==> config.mk <==
export PLATFORM = sky130hd
export DESIGN_NAME = buffet_fill_ctrl_flat
export DESIGN_NICKNAME = d
export VERILOG_FILES = /design/src/rtl/buffet_fill_if.sv /design/src/rtl/buffet_fill_ctrl.sv /design/src/flat_wrapper.sv
export SDC_FILE = /design/constraint.sdc
export NUM_CORES = 1
export LEC_CHECK = 0
export ABC_AREA = 1
export ABC_CLOCK_PERIOD_IN_PS = 3200
export BUFFER_PORTS_ARGS = -buffer_cell sky130_fd_sc_hd__buf_4
export CAP_MARGIN = 30
export CORE_MARGIN = 2
export CORE_UTILIZATION = 52
export DETAILED_ROUTE_END_ITERATION = 10
export PLACE_DENSITY = 0.81
export SYNTH_ARGS = -nofsm -noshare
export SYNTH_HDL_FRONTEND = slang
export SYNTH_SLANG_ARGS = --single-unit
==> constraint.sdc <==
create_clock -name AXI_ACLK -period 3.2 [get_ports AXI_ACLK]
set_input_delay 0.32 -clock AXI_ACLK [delete_from_list [all_inputs] [get_ports AXI_ACLK]]
set_output_delay 0.32 -clock AXI_ACLK [all_outputs]
set_load 0.01 [all_outputs]
==> src/rtl/buffet_fill_if.sv <==
// Bundle of fill-command, credit-return, AXI4-Lite read and buffet push signals for buffet_fill_ctrl.
// Handshake rule on every channel: a transfer happens on a rising clock edge where valid and ready are both high; once raised, valid and its payload stay put until that edge.
interface buffet_fill_if #(
    parameter int ADDR_WIDTH   = 32,
    parameter int DATA_WIDTH   = 32,
    parameter int CREDIT_WIDTH = 8,
    parameter int LEN_WIDTH    = 16
);
    logic [ADDR_WIDTH-1:0]   cmd_addr;
    logic [LEN_WIDTH-1:0]    cmd_len;
    logic                    cmd_valid;
    logic                    cmd_ready;

    logic [CREDIT_WIDTH-1:0] credit_in;
    logic                    credit_valid;
    logic                    credit_ready;

    logic [ADDR_WIDTH-1:0]   M_AXI_ARADDR;
    logic [2:0]              M_AXI_ARPROT;
    logic                    M_AXI_ARVALID;
    logic                    M_AXI_ARREADY;
    logic [DATA_WIDTH-1:0]   M_AXI_RDATA;
    logic [1:0]              M_AXI_RRESP;
    logic                    M_AXI_RVALID;
    logic                    M_AXI_RREADY;

    logic [DATA_WIDTH-1:0]   push_data;
    logic                    push_data_valid;
    logic                    push_data_ready;

    modport master (
        input  cmd_addr, cmd_len, cmd_valid, credit_in, credit_valid,
               M_AXI_ARREADY, M_AXI_RDATA, M_AXI_RRESP, M_AXI_RVALID, push_data_ready,
        output cmd_ready, credit_ready, M_AXI_ARADDR, M_AXI_ARPROT, M_AXI_ARVALID,
               M_AXI_RREADY, push_data, push_data_valid
    );

    modport slave (
        output cmd_addr, cmd_len, cmd_valid, credit_in, credit_valid,
               M_AXI_ARREADY, M_AXI_RDATA, M_AXI_RRESP, M_AXI_RVALID, push_data_ready,
        input  cmd_ready, credit_ready, M_AXI_ARADDR, M_AXI_ARPROT, M_AXI_ARVALID,
               M_AXI_RREADY, push_data, push_data_valid
    );
endinterface

==> src/rtl/buffet_fill_ctrl.sv <==
// Credit-driven buffet fill engine: one AXI4-Lite read per buffet credit, each word pushed into the buffet.
// Define BUFFET_FILL_ERR_ABORT_EN to drop an errored word and end the command at once.
module buffet_fill_ctrl #(
    parameter int ADDR_WIDTH   = 32,
    parameter int DATA_WIDTH   = 32,
    parameter int CREDIT_WIDTH = 8,
    parameter int LEN_WIDTH    = 16,
    parameter int INIT_CREDITS = 255
) (
    input  logic                  AXI_ACLK,
    input  logic                  AXI_ARESETN,
    buffet_fill_if.master         bus,
    output logic                  busy,
    output logic                  done,
    output logic                  error,
    output logic [2:0]            state_dbg,
    output logic [CREDIT_WIDTH:0] credit_cnt_dbg
);
    typedef enum logic [2:0] {IDLE, ISSUE, WAIT_R, PUSH, DONE} state_t;

    localparam logic [ADDR_WIDTH-1:0]   STRIDE   = ADDR_WIDTH'(DATA_WIDTH / 8);
    localparam logic [CREDIT_WIDTH:0]   INIT_CNT = (CREDIT_WIDTH + 1)'(INIT_CREDITS);

    state_t                  state;
    logic [ADDR_WIDTH-1:0]   cur_addr;
    logic [LEN_WIDTH-1:0]    remaining;
    logic [DATA_WIDTH-1:0]   push_q;
    logic [CREDIT_WIDTH:0]   credit_cnt;

    logic                    ar_hs;
    logic                    credit_take;
    logic [CREDIT_WIDTH:0]   credit_add;
    logic [CREDIT_WIDTH:0]   credit_sub;

    // Outputs decode the state register; ARVALID is also gated by the registered credit count.
    assign bus.cmd_ready       = (state == IDLE);
    assign bus.M_AXI_ARVALID   = (state == ISSUE) && (credit_cnt != '0);
    assign bus.M_AXI_ARADDR    = cur_addr;
    assign bus.M_AXI_ARPROT    = 3'b000;
    assign bus.M_AXI_RREADY    = (state == WAIT_R);
    assign bus.push_data       = push_q;
    assign bus.push_data_valid = (state == PUSH);
    assign bus.credit_ready    = ~credit_cnt[CREDIT_WIDTH];
    assign busy                = (state != IDLE);
    assign done                = (state == DONE);
    assign state_dbg           = state;
    assign credit_cnt_dbg      = credit_cnt;

    assign ar_hs       = bus.M_AXI_ARVALID & bus.M_AXI_ARREADY;
    assign credit_take = bus.credit_valid & bus.credit_ready;
    assign credit_add  = credit_take ? {1'b0, bus.credit_in} : '0;
    assign credit_sub  = {{CREDIT_WIDTH{1'b0}}, ar_hs};

    always_ff @(posedge AXI_ACLK or negedge AXI_ARESETN) begin
        if (!AXI_ARESETN) begin
            state      <= IDLE;
            cur_addr   <= '0;
            remaining  <= '0;
            push_q     <= '0;
            error      <= 1'b0;
            credit_cnt <= INIT_CNT;
        end else begin
            // Credits flow in regardless of state; an AR handshake spends one.
            credit_cnt <= credit_cnt + credit_add - credit_sub;
            case (state)
                IDLE: begin
                    if (bus.cmd_valid) begin
                        cur_addr  <= bus.cmd_addr;
                        remaining <= bus.cmd_len;
                        error     <= 1'b0;
                        state     <= (bus.cmd_len == '0) ? DONE : ISSUE;
                    end
                end
                ISSUE: begin
                    if (ar_hs) begin
                        cur_addr <= cur_addr + STRIDE;
                        state    <= WAIT_R;
                    end
                end
                WAIT_R: begin
                    if (bus.M_AXI_RVALID) begin
                        remaining <= remaining - LEN_WIDTH'(1);
                        if (bus.M_AXI_RRESP != 2'b00) error <= 1'b1;
`ifdef BUFFET_FILL_ERR_ABORT_EN
                        if (bus.M_AXI_RRESP != 2'b00) begin
                            state <= DONE;
                        end else begin
                            push_q <= bus.M_AXI_RDATA;
                            state  <= PUSH;
                        end
`else
                        push_q <= bus.M_AXI_RDATA;
                        state  <= PUSH;
`endif
                    end
                end
                PUSH: begin
                    if (bus.push_data_ready) state <= (remaining == '0) ? DONE : ISSUE;
                end
                DONE:    state <= IDLE;
                default: state <= IDLE;
            endcase
        end
    end
endmodule
==> src/flat_wrapper.sv <==
// flat-port wrapper written by rule: the top's interface ports become plain ports
module buffet_fill_ctrl_flat 
#(
    parameter int ADDR_WIDTH   = 32,
    parameter int DATA_WIDTH   = 32,
    parameter int CREDIT_WIDTH = 8,
    parameter int LEN_WIDTH    = 16,
    parameter int INIT_CREDITS = 255
)
  (AXI_ACLK, AXI_ARESETN, busy, done, error, state_dbg, credit_cnt_dbg, bus_cmd_addr, bus_cmd_len, bus_cmd_valid, bus_credit_in, bus_credit_valid, bus_M_AXI_ARREADY, bus_M_AXI_RDATA, bus_M_AXI_RRESP, bus_M_AXI_RVALID, bus_push_data_ready, bus_cmd_ready, bus_credit_ready, bus_M_AXI_ARADDR, bus_M_AXI_ARPROT, bus_M_AXI_ARVALID, bus_M_AXI_RREADY, bus_push_data, bus_push_data_valid);
  buffet_fill_if #(.ADDR_WIDTH(ADDR_WIDTH), .DATA_WIDTH(DATA_WIDTH), .CREDIT_WIDTH(CREDIT_WIDTH), .LEN_WIDTH(LEN_WIDTH)) bus_i ();
  input  logic AXI_ACLK;
  input  logic AXI_ARESETN;
  output logic busy;
  output logic done;
  output logic error;
  output logic [2:0] state_dbg;
  output logic [CREDIT_WIDTH:0] credit_cnt_dbg;
  input wire logic [$bits(bus_i.cmd_addr)-1:0] bus_cmd_addr;
  input wire logic [$bits(bus_i.cmd_len)-1:0] bus_cmd_len;
  input wire logic [$bits(bus_i.cmd_valid)-1:0] bus_cmd_valid;
  input wire logic [$bits(bus_i.credit_in)-1:0] bus_credit_in;
  input wire logic [$bits(bus_i.credit_valid)-1:0] bus_credit_valid;
  input wire logic [$bits(bus_i.M_AXI_ARREADY)-1:0] bus_M_AXI_ARREADY;
  input wire logic [$bits(bus_i.M_AXI_RDATA)-1:0] bus_M_AXI_RDATA;
  input wire logic [$bits(bus_i.M_AXI_RRESP)-1:0] bus_M_AXI_RRESP;
  input wire logic [$bits(bus_i.M_AXI_RVALID)-1:0] bus_M_AXI_RVALID;
  input wire logic [$bits(bus_i.push_data_ready)-1:0] bus_push_data_ready;
  output wire logic [$bits(bus_i.cmd_ready)-1:0] bus_cmd_ready;
  output wire logic [$bits(bus_i.credit_ready)-1:0] bus_credit_ready;
  output wire logic [$bits(bus_i.M_AXI_ARADDR)-1:0] bus_M_AXI_ARADDR;
  output wire logic [$bits(bus_i.M_AXI_ARPROT)-1:0] bus_M_AXI_ARPROT;
  output wire logic [$bits(bus_i.M_AXI_ARVALID)-1:0] bus_M_AXI_ARVALID;
  output wire logic [$bits(bus_i.M_AXI_RREADY)-1:0] bus_M_AXI_RREADY;
  output wire logic [$bits(bus_i.push_data)-1:0] bus_push_data;
  output wire logic [$bits(bus_i.push_data_valid)-1:0] bus_push_data_valid;
  assign bus_i.cmd_addr = bus_cmd_addr;
  assign bus_i.cmd_len = bus_cmd_len;
  assign bus_i.cmd_valid = bus_cmd_valid;
  assign bus_i.credit_in = bus_credit_in;
  assign bus_i.credit_valid = bus_credit_valid;
  assign bus_i.M_AXI_ARREADY = bus_M_AXI_ARREADY;
  assign bus_i.M_AXI_RDATA = bus_M_AXI_RDATA;
  assign bus_i.M_AXI_RRESP = bus_M_AXI_RRESP;
  assign bus_i.M_AXI_RVALID = bus_M_AXI_RVALID;
  assign bus_i.push_data_ready = bus_push_data_ready;
  assign bus_cmd_ready = bus_i.cmd_ready;
  assign bus_credit_ready = bus_i.credit_ready;
  assign bus_M_AXI_ARADDR = bus_i.M_AXI_ARADDR;
  assign bus_M_AXI_ARPROT = bus_i.M_AXI_ARPROT;
  assign bus_M_AXI_ARVALID = bus_i.M_AXI_ARVALID;
  assign bus_M_AXI_RREADY = bus_i.M_AXI_RREADY;
  assign bus_push_data = bus_i.push_data;
  assign bus_push_data_valid = bus_i.push_data_valid;
  buffet_fill_ctrl #(.ADDR_WIDTH(ADDR_WIDTH), .DATA_WIDTH(DATA_WIDTH), .CREDIT_WIDTH(CREDIT_WIDTH), .LEN_WIDTH(LEN_WIDTH), .INIT_CREDITS(INIT_CREDITS)) u_core (.AXI_ACLK(AXI_ACLK), .AXI_ARESETN(AXI_ARESETN), .bus(bus_i), .busy(busy), .done(done), .error(error), .state_dbg(state_dbg), .credit_cnt_dbg(credit_cnt_dbg));
endmodule
==> results of run 1 <==
state kept, by name, indices dropped and copies added, names as in the netlist:
name	flops
u_core.credit_cnt_dbg	9
u_core.bus.push_data	32
u_core.bus.M_AXI_ARADDR	32
u_core.remaining	16
u_core.error	1
u_core.state_dbg	3
kinds of logic after synthesis:
logic type | count (synthesis) | synth area share
buf+inv | 112 | 0.0796
other cells | 1 | 0.000639
simple gates | 490 | 0.344
mux | 32 | 0.0614
flops | 93 | 0.398
xor+xnor | 9 | 0.0134
fa+ha+maj | 19 | 0.0418
compound gates | 66 | 0.0604
power by group through the flow:
stage / clock, uW / combinational [uW] / sequential (uW)
2_1_floorplan: 0 / 2550 / 2530
3_3_place_gp: 0 / 4170 / 2390
3_5_place_dp: 0 / 4280 / 2410
4_1_cts: 1070 / 4300 / 2400
5_1_grt: 1120 / 4870 / 2510
6_report: 1050 / 4280 / 2410
critical path, stage by stage (launching register included):
cell	delay, ps
dfrtp_1	410
inv_1	100
nand3_1	120
nor2_1	240
nor3_1	80
ha_1	270
inv_1	60
ha_1	160
inv_1	60
fa_1	400
o21ai_0	360
nand4_1	140
nand2_1	110
xor2_1	140
per-layer routing:
layer,wire (um),GRT usage,vias up,share of wire
met5,0,0,-,0
met4,375,0.0893,0,0.024
met3,1180,0.0676,30,0.075
met2,7770,0.479,208,0.49
met1,6380,0.345,2631,0.41
li1,-,-,2950,-
placed cells by master (no fill, tap or decap), drive strengths merged:
cell type    netlist  routed
nor3b              2       2
nand3             46      46
nand2            291     291
or2                3       3
clkinvlp           0       2
xnor2              3       3
inv               88      93
nor3               7       7
o21bai             4       4
a31oi              1       1
dfrtp             85      85
o22ai              4       4
xor2               6       6
fa                 1       1
buf               21     187
dfstp              8       8
a21oi             14      14
o21ai             40      40
and2               1       1
a22oi              1       1
dlygate4sd3        0       1
a21o               1       1
mux2              32      32
conb               1       3
clkbuf             3       9
ha                18      18
nand3b            13      13
o211ai             1       1
nor2             119     119
nand4              8       8
how the worst min path moves through the flow:
stage / start / endpoint / slack (ps) / cells after the start
global placement: AXI_ARESETN / u_core.bus.push_data[17] / 340 / 1
floorplan: AXI_ARESETN / u_core.bus.M_AXI_ARADDR[0] / 20 / 0
finish: bus_cmd_addr[0] / u_core.bus.M_AXI_ARADDR[0] / 170 / 3
detailed placement: AXI_ARESETN / u_core.bus.push_data[17] / 330 / 1
CTS: bus_cmd_addr[0] / u_core.bus.M_AXI_ARADDR[0] / 160 / 3
global route: bus_M_AXI_RDATA[5] / u_core.bus.push_data[5] / 160 / 2
cell type report:
| cell class | instances | area [um2] |
|---|---|---|
| Clock inverter | 7 | 63.8 |
| Timing Repair Buffer | 188 | 1410 |
| Clock buffer | 9 | 225 |
| Multi-Input combinational cell | 619 | 3070 |
| Sequential cell | 93 | 2340 |
| Inverter | 88 | 330 |
| Fill cell | 949 | 3320 |
| Tap cell | 140 | 175 |
through the flow:
| stage | cells | cell area, um2 | worst slack (ps) | utilization |
|---|---|---|---|---|
| 2_1_floorplan | 824 | 5870 | 332 | - |
| 3_3_place_gp | 1127 | 7320 | 584 | 0.669 |
| 3_5_place_dp | 1127 | 7320 | 547 | 0.669 |
| 4_1_cts | 1144 | 7610 | 504 | 0.696 |
| 5_1_grt | 1144 | 7610 | 186 | 0.696 |
| 6_report | 1144 | 7610 | 486 | 0.696 |
==> impl_results.md, run 1 <==
- Total Routing Usage GR: 0.279
- Internal: about 4200 uW
- Core Area: 10,900 um2
- DRC: 0
- CP Capture Type: flip-flop
- Clock power share: 0.136
- Via count: roughly 5,800
- Fin. Hold Viols: 0
- Drt via density: roughly 5.1
- Hold Crit Class: in -> reg
- Pwr dens: 1020 nW/um2
- Worst hold slack: 166 ps
- Number of buffers created by CTS: 9
- Antenna viol nets, final: 0
- Placer Congestion: around 0.90
- Worst-Margin Slew: slightly below 800 ps
- WP data required: approximately 3500 ps
- Final Max Slew Viols: 0
- Clock Path Buffers: 2
- Number of synthesized flops with an enable pin: 0
- Slew Limit Headroom: 0.483
- Mapped cell area: 5870 um2
- Crit Reg-Reg Startpoint: u_core.credit_cnt_dbg[8]
- H-tree levels: 3
- Clock-pin slew on the worst setup and hold paths: about 70 ps
- Critical Path AT: between 2000 and 3000 ps
- Die Ht: roughly 110 um
- HPWL Detailed: 12,000 um
- Top cell type's share of synthesized area: 0.363
- CTS Hold Buffers Added: 1
- Cts repair resizes: 0
- Synth cell count leaders: nand2_1, nor2_1, dfrtp_1
- Fin nets: between 1,000 and 1,500
- Routed wire per std cell: ~14 um
- Worst skew pair latency: 350 ps
- Root Buffer: clkbuf_16
- Synth cell types: 36
- R2R Path End: u_core.credit_cnt_dbg[8]
- Comb power frac: 0.553
- Seq/Total Area, Yosys: 0.398
- CTS tree: yes
- Area contributors post-synth: dfrtp_1, nand2_1, nor2_1
- PortBufs: between 150 and 200
- Global-route wire length before repair: between 20,000 and 30,000 um
- Final wirelength: 15,700 um
- Power, Total: a little under 8000 uW
- Outcome: finished, final reports clean
- Die width: approximately 110 um
- Critical path endpoint: u_core.credit_cnt_dbg[8]
- Net Switching: 3510 uW
- Skew final: approximately 7 ps
- Most used flip-flop cell after synthesis: dfrtp_1
- Worst reg-to-reg setup slack: slightly below 500 ps
- CP max FO: 3
- Async S/R FF share, synth: 1.00
- Post-CTS Setup Bufs: 0
- Critical path startpoint: u_core.credit_cnt_dbg[8]
- Ys Warns: 0
- Die ar.: ~12,000 um2
- Reg2reg path depth: 13
- Layout area overhead: 29.8%
- Pre-Repair DR Iteration Count: 5
- Starting Density: 0.536
- Ratio of cells with drive above 1 in the final layout: 0.236
- Synth Register Bits: 93
- Sequential power share: 0.311
- I/O pin total: ~180
- Starting DRC count in detailed routing: 234
- CTS Sinks: 93
- Fmax: roughly 370 MHz
- Crit Path Category: reg -> reg
- Antenna cells: 0
- Syn avg cell area: between 7 and 8 um2
- Rows: 38
- Vias in the first global route: approximately 5,600
- GRT overflow: 0
- Min cycle time layout: 2710 ps
- Largest net degree at the start of global routing: 42
- Setup TNS: 0 ps
- Max_cap viols: 0
- Pleak: a little under 0.004 uW
- Post-Syn Instances: ~800
- Peak VDD IR: 902 uV
- Setup-failing EPs final: 0
- Top cell type by total area after synthesis: dfrtp_1
- Top-count cell post-synth: nand2_1
- Startpoint Class: flip-flop
- Initial antenna violation count: 0
- Fin crit share: 0.848
- Sw Ratio: 0.453
- Unrepaired setup endpoints after global routing: false
Power figures use the tool's default switching activity.
==> inputs of run 2 (changes only) <==
Settings changed: ABC_CLOCK_PERIOD_IN_PS 3200 to 2650.
Clock period 3.2 ns to 2.65 ns, I/O delays scaled along.
==> impl_results.md, run 2 (synthesis gave the netlist of run 1 again) <==
- Setup-failing EPs final: 0 (unchanged)
- Min cycle time layout: 2380 ps (-331 ps)
- I/O pin total: 184 (unchanged)
- Fin nets: 1,116 (+0.090%)
- Final Max Slew Viols: 0 (unchanged)
- CTS tree: yes
- Worst-Margin Slew: 539 ps (-235 ps)
- Antenna cells: 0 (unchanged)
- Layout area overhead: 30.5%
- Hold Crit Class: in -> reg
- Starting Density: 0.536 (unchanged)
- Die Ht: 110 um (unchanged)
- Setup TNS: 0 ps (unchanged)
- Core Area: 10,900 um2 (unchanged)
- Dpl cells: 1,128 (+0.089%)
- GRT overflow: 0 (unchanged)
- Fin crit share: 0.899 (+0.0511)
- Antenna viol nets, final: 0 (unchanged)
- Number of buffers created by CTS: 9 (unchanged)
- Max_cap viols: 0 (unchanged)
- Vias in the first global route: 5,462 (-2.9%)
- H-tree levels: 3 (unchanged)
- Starting DRC count in detailed routing: 288 (+23%)
- DRC: 0 (unchanged)
- Commonest non-fill, non-tap cell in the layout: nand2_1
- Worst hold slack: 114 ps (-51.7 ps)
- Die ar.: 12,100 um2 (unchanged)
- Largest net degree at the start of global routing: 55 (+31%)
- Initial antenna violation count: 0 (unchanged)
- Power, Total: 9440 uW (+22%)
- Outcome: finished, final reports clean
- Slew Limit Headroom: 0.641 (+0.158)
- Worst reg-to-reg setup slack: 270 ps (-220 ps)
- Pwr dens: 1230 nW/um2 (+21%)
- Total Routing Usage GR: 0.271 (-0.00775)
- Most frequent cells in the layout: nand2_1, buf_4, nor2_1, dfrtp_1, inv_1
- Die width: 110 um (unchanged)
- Clock Path Buffers: 2 (unchanged)
- Fmax: 420 MHz (+14%)
- PortBufs: 180 (unchanged)
- Peak VDD IR: 933 uV (+3.4%)
- HPWL Detailed: 12,200 um (+1.9%)
- Critical Path AT: 2650 ps (-340 ps)
- Via count: 5,920 (+1.7%)
- Fillers: 945 (-0.42%)
- Worst skew pair latency: 340 ps (about the same)
- Crit Path Category: reg -> reg
- Placer Congestion: 0.924 (+2.4%)
- CP max FO: 3 (unchanged)
- Pleak: 0.00393 uW (+0.36%)
- Clock-pin slew on the worst setup and hold paths: 70 ps (about the same)
- CP Capture Type: flip-flop
- Ratio of cells with drive above 1 in the final layout: 0.239 (+0.00299)
- Post-CTS Setup Bufs: 0 (unchanged)
- Final wirelength: 15,900 um (+1.4%)
- Startpoint Class: flip-flop
- Rows: 38 (unchanged)
- Fin. Hold Viols: 0 (unchanged)
- CTS Sinks: 93 (unchanged)
- WP data required: 2920 ps (-560 ps)
- Global-route wire length before repair: 25,600 um (-3.2%)
- Root Buffer: clkbuf_16
- Routed wire per std cell: 13.9 um (+1.4%)
- Drt via density: 5.17 (+1.7%)
- Skew final: 9.71 ps (+2.71 ps)
- Pre-Repair DR Iteration Count: 5 (unchanged)
- Count of non-filler cells in the finished layout: 1,144 (unchanged)
run 2: metrics by stage:
step	area, um2	setup slack, ps	util
after floorplan	5890	8.25	-
after CTS	7650	243	0.699
after global routing	7660	-10.0	0.700
after global placement	7350	309	0.672
final	7660	267	0.700
after detailed placement	7350	277	0.672
run 2: worst paths after layout:
kind / startpoint / depth (start not counted) / end
setup / recovery: u_core.state_dbg[1] / 14 / u_core.credit_cnt_dbg[8]
hold / removal: bus_cmd_addr[0] / 3 / u_core.bus.M_AXI_ARADDR[0]
setup reg to reg: u_core.state_dbg[1] / 14 / u_core.credit_cnt_dbg[8]
hold reg to reg: u_core.bus.push_data[17] / 1 / u_core.bus.push_data[17]
max in group asynchronous: AXI_ARESETN / 3 / u_core.bus.M_AXI_ARADDR[26]
min in group asynchronous: AXI_ARESETN / 2 / u_core.bus.push_data[7]
run 2: final cells by class:
cell class / instances / area, um2 / share of cell area
clock inverter: 5 / 60.1 / 0.00784
sequential: 93 / 2340 / 0.305
tap: 140 / 175 / 0.0229
clock buffer: 10 / 229 / 0.0299
inverter: 88 / 330 / 0.0431
multi-input combinational: 619 / 3090 / 0.404
timing repair buffer: 189 / 1430 / 0.187
run 2: worst max-delay path, cell delays in order (launching register included):
cell,delay [ps]
dfrtp_1,410
inv_2,90
nand2_2,80
nor2_4,120
inv_2,50
nor3_2,140
ha_1,240
inv_1,60
ha_1,170
inv_1,60
fa_2,370
o21ai_4,180
nand4_1,90
nand2_1,100
xor2_1,140
run 2: report_power, final:
group / switching (uW) / internal [uW]
Sequential: 690 / 2220
Combinational: 2950 / 2270
Clock: 570 / 732
run 2: repair_timing:
action,4_1_cts,5_1_grt
resized for setup,0,2
setup endpoints to repair,0,1
hold buffers,1,0
hold endpoints to repair,31,0
run 2: per-layer routing:
layer,track usage,part of all wire,up-vias
met2,0.476,0.49,198
met1,0.332,0.41,2745
met3,0.0611,0.074,26
li1,-,-,2951
met4,0.0821,0.018,0
met5,0,0,-
==> inputs of run 3 (changes only) <==
Settings changed: MAX_ROUTING_LAYER from default to met4, SETUP_SLACK_MARGIN from default to 0.4.
==> impl_results.md, run 3 (synthesis gave the netlist of run 1 again) <==
- Starting DRC count in detailed routing: 341 (+18%)
- I/O pin total: 184 (unchanged)
- Unrepaired setup endpoints after global routing: true
- Critical path endpoint: u_core.credit_cnt_dbg[8]
- Reg2reg path depth: 13 (-1)
- PortBufs: 180 (unchanged)
- Die Ht: 110 um (unchanged)
- CTS Sinks: 93 (unchanged)
- Fin. Hold Viols: 0 (unchanged)
- Antenna cells: 0 (unchanged)
- Pwr dens: 1270 nW/um2 (+2.8%)
- Worst skew pair latency: 350 ps (about the same)
- Setup TNS: 0 ps (unchanged)
- Crit Path Category: reg -> reg
- Critical Path AT: 2790 ps (+140 ps)
- Skew final: 17.5 ps (+7.78 ps)
- Fillers: 885 (-6.3%)
- Min cycle time layout: 2500 ps (+122 ps)
- Vias in the first global route: 5,671 (+3.8%)
- Post-DP Area: 7370 um2 (+0.37%)
- Worst reg-to-reg setup slack: 150 ps (-120 ps)
- Largest net degree at the start of global routing: 41 (-25%)
- Final wirelength: 17,700 um (+11%)
- Fmax: 399 MHz (-4.9%)
- H-tree levels: 3 (unchanged)
- Stages on the worst setup path: 13 (-1)
- Cell breakdown of the critical path: inv_2 -> nand3_4 -> nor2_4 -> nor3_2 -> ha_1 -> inv_2 -> ha_4 -> inv_2 -> fa_2 -> o21ai_4 -> nand4_1 -> nand2_1 -> xor2_1
- Clock-pin slew on the worst setup and hold paths: 80 ps (about the same)
- Setup WS pre-CTS: 248 ps (-28.8 ps)
- Starting Density: 0.536 (unchanged)
- Root Buffer: clkbuf_16
- Placer Congestion: 0.926 (+0.19%)
- Drt via density: 5.24 (+1.4%)
- Max_cap viols: 0 (unchanged)
- Most frequent cells in the layout: nand2_1, buf_4, nor2_1, dfrtp_1, inv_1
- Design area: 8020 um2 (+4.8%)
- Top delay family on crit path: adder cells
- Outcome: finished, final reports clean
- CTS tree: yes
- CP Capture Type: flip-flop
- Total Routing Usage GR: 0.295 (+0.0237)
- Setup-failing EPs final: 0 (unchanged)
- Hold Crit Class: in -> reg
- Number of buffers created by CTS: 9 (unchanged)
- DRC: 0 (unchanged)
- Setup WS post-layout: 146 ps (-122 ps)
- Layout area overhead: 36.8%
- Crit path buf inv count: 3 (-1)
- Startpoint Class: flip-flop
- Routed wire per std cell: 15.1 um (+8.2%)
- Pleak: 0.00411 uW (+4.5%)
- Rows: 38 (unchanged)
- CP dominant cell by count: inv_2
- Commonest non-fill, non-tap cell in the layout: nand2_1
- Clock Path Buffers: 2 (unchanged)
- Final Max Slew Viols: 0 (unchanged)
- GRT overflow: 0 (unchanged)
- Fin crit share: 0.945 (+0.0459)
- Core Area: 10,900 um2 (unchanged)
- Global-route wire length before repair: 27,200 um (+6.4%)
- Largest stage delay on the critical path: 550 ps (+140 ps)
- Die ar.: 12,100 um2 (unchanged)
- Peak VDD IR: 1090 uV (+16%)
- Antenna viol nets, final: 0 (unchanged)
- HPWL Detailed: 12,100 um (-0.78%)
- Die width: 110 um (unchanged)
- Initial antenna violation count: 0 (unchanged)
- Ratio of cells with drive above 1 in the final layout: 0.285 (+0.0457)
- CP max FO: 3 (unchanged)
- Slowest cell on crit path: dfstp_2
- Via count: 6,168 (+4.2%)
- R2R Path End: u_core.credit_cnt_dbg[8]
- Crit Reg-Reg Startpoint: u_core.credit_cnt_dbg[2]
- WP data required: 2930 ps (about the same)
- Critical path startpoint: u_core.credit_cnt_dbg[2]
- Fin nets: 1,147 (+2.8%)
- Pre-Repair DR Iteration Count: 5 (unchanged)
- Power, Total: 10,200 uW (+7.7%)
==> run 3: cell count changes in the layout (fill, tap and decap cells not counted), sizes merged <==
cell    before  now
buf        188  219
bufinv       1    0
clkbuf      10    9
clkinv       1    2
inv         90   92
==> run 3: how the worst min path moves through the flow <==
stage,to,startpoint,cells after the start
2_1_floorplan,u_core.bus.M_AXI_ARADDR[0],AXI_ARESETN,0
3_3_place_gp,u_core.bus.push_data[19],AXI_ARESETN,1
3_5_place_dp,u_core.bus.push_data[19],AXI_ARESETN,1
4_1_cts,u_core.bus.M_AXI_ARADDR[1],bus_cmd_addr[1],3
5_1_grt,u_core.bus.push_data[29],bus_M_AXI_RDATA[29],2
6_report,u_core.bus.M_AXI_ARADDR[1],bus_cmd_addr[1],3
==> run 3: cell type report <==
class                      count  area (um2)  share of cell area
multi-input combinational    619        3180               0.397
sequential                    93        2340               0.291
timing repair buffer         220        1700               0.212
inverter                      88         333              0.0415
clock buffer                   9         225              0.0281
tap                          140         175              0.0218
clock inverter                 7        65.1             0.00811
==> run 3: tightest hold or removal path: stages <==
cell and delay, ps:
buf_4 70, nand2_1 40, nand2_1 50
==> run 3: power by group <==
group / switching [uW] / internal [uW]
clock network: 618 / 660
registers: 702 / 2220
logic: 3340 / 2620
total: 4660 / 5500
==> run 3: stage by stage <==
stage | util | hold WS [ps] | cells
4_1_cts | 0.719 | 113 | 1170
5_1_grt | 0.734 | 114 | 1176
6_report | 0.734 | 110 | 1176
3_3_place_gp | 0.674 | 250 | 1131
2_1_floorplan | - | -30.6 | 824
3_5_place_dp | 0.674 | 247 | 1131
==> run 3: repair_timing <==
| item | in CTS | in global routing |
|---|---|---|
| resized for setup | 10 | 31 |
| setup buffers | 22 | 6 |
| setup endpoints to repair | 3 | 9 |
| pin swaps | 3 | 16 |
| hold buffers | 1 | 0 |
| endpoints found under the hold margin | 33 | 0 |
==> run 3: routing by layer <==
layer	vias up	global-route usage	routed length [um]
met5	-	-	0
li1	3006	-	-
met4	0	0.0750	395
met1	2849	0.360	7040
met2	276	0.496	8880
met3	37	0.0664	1400
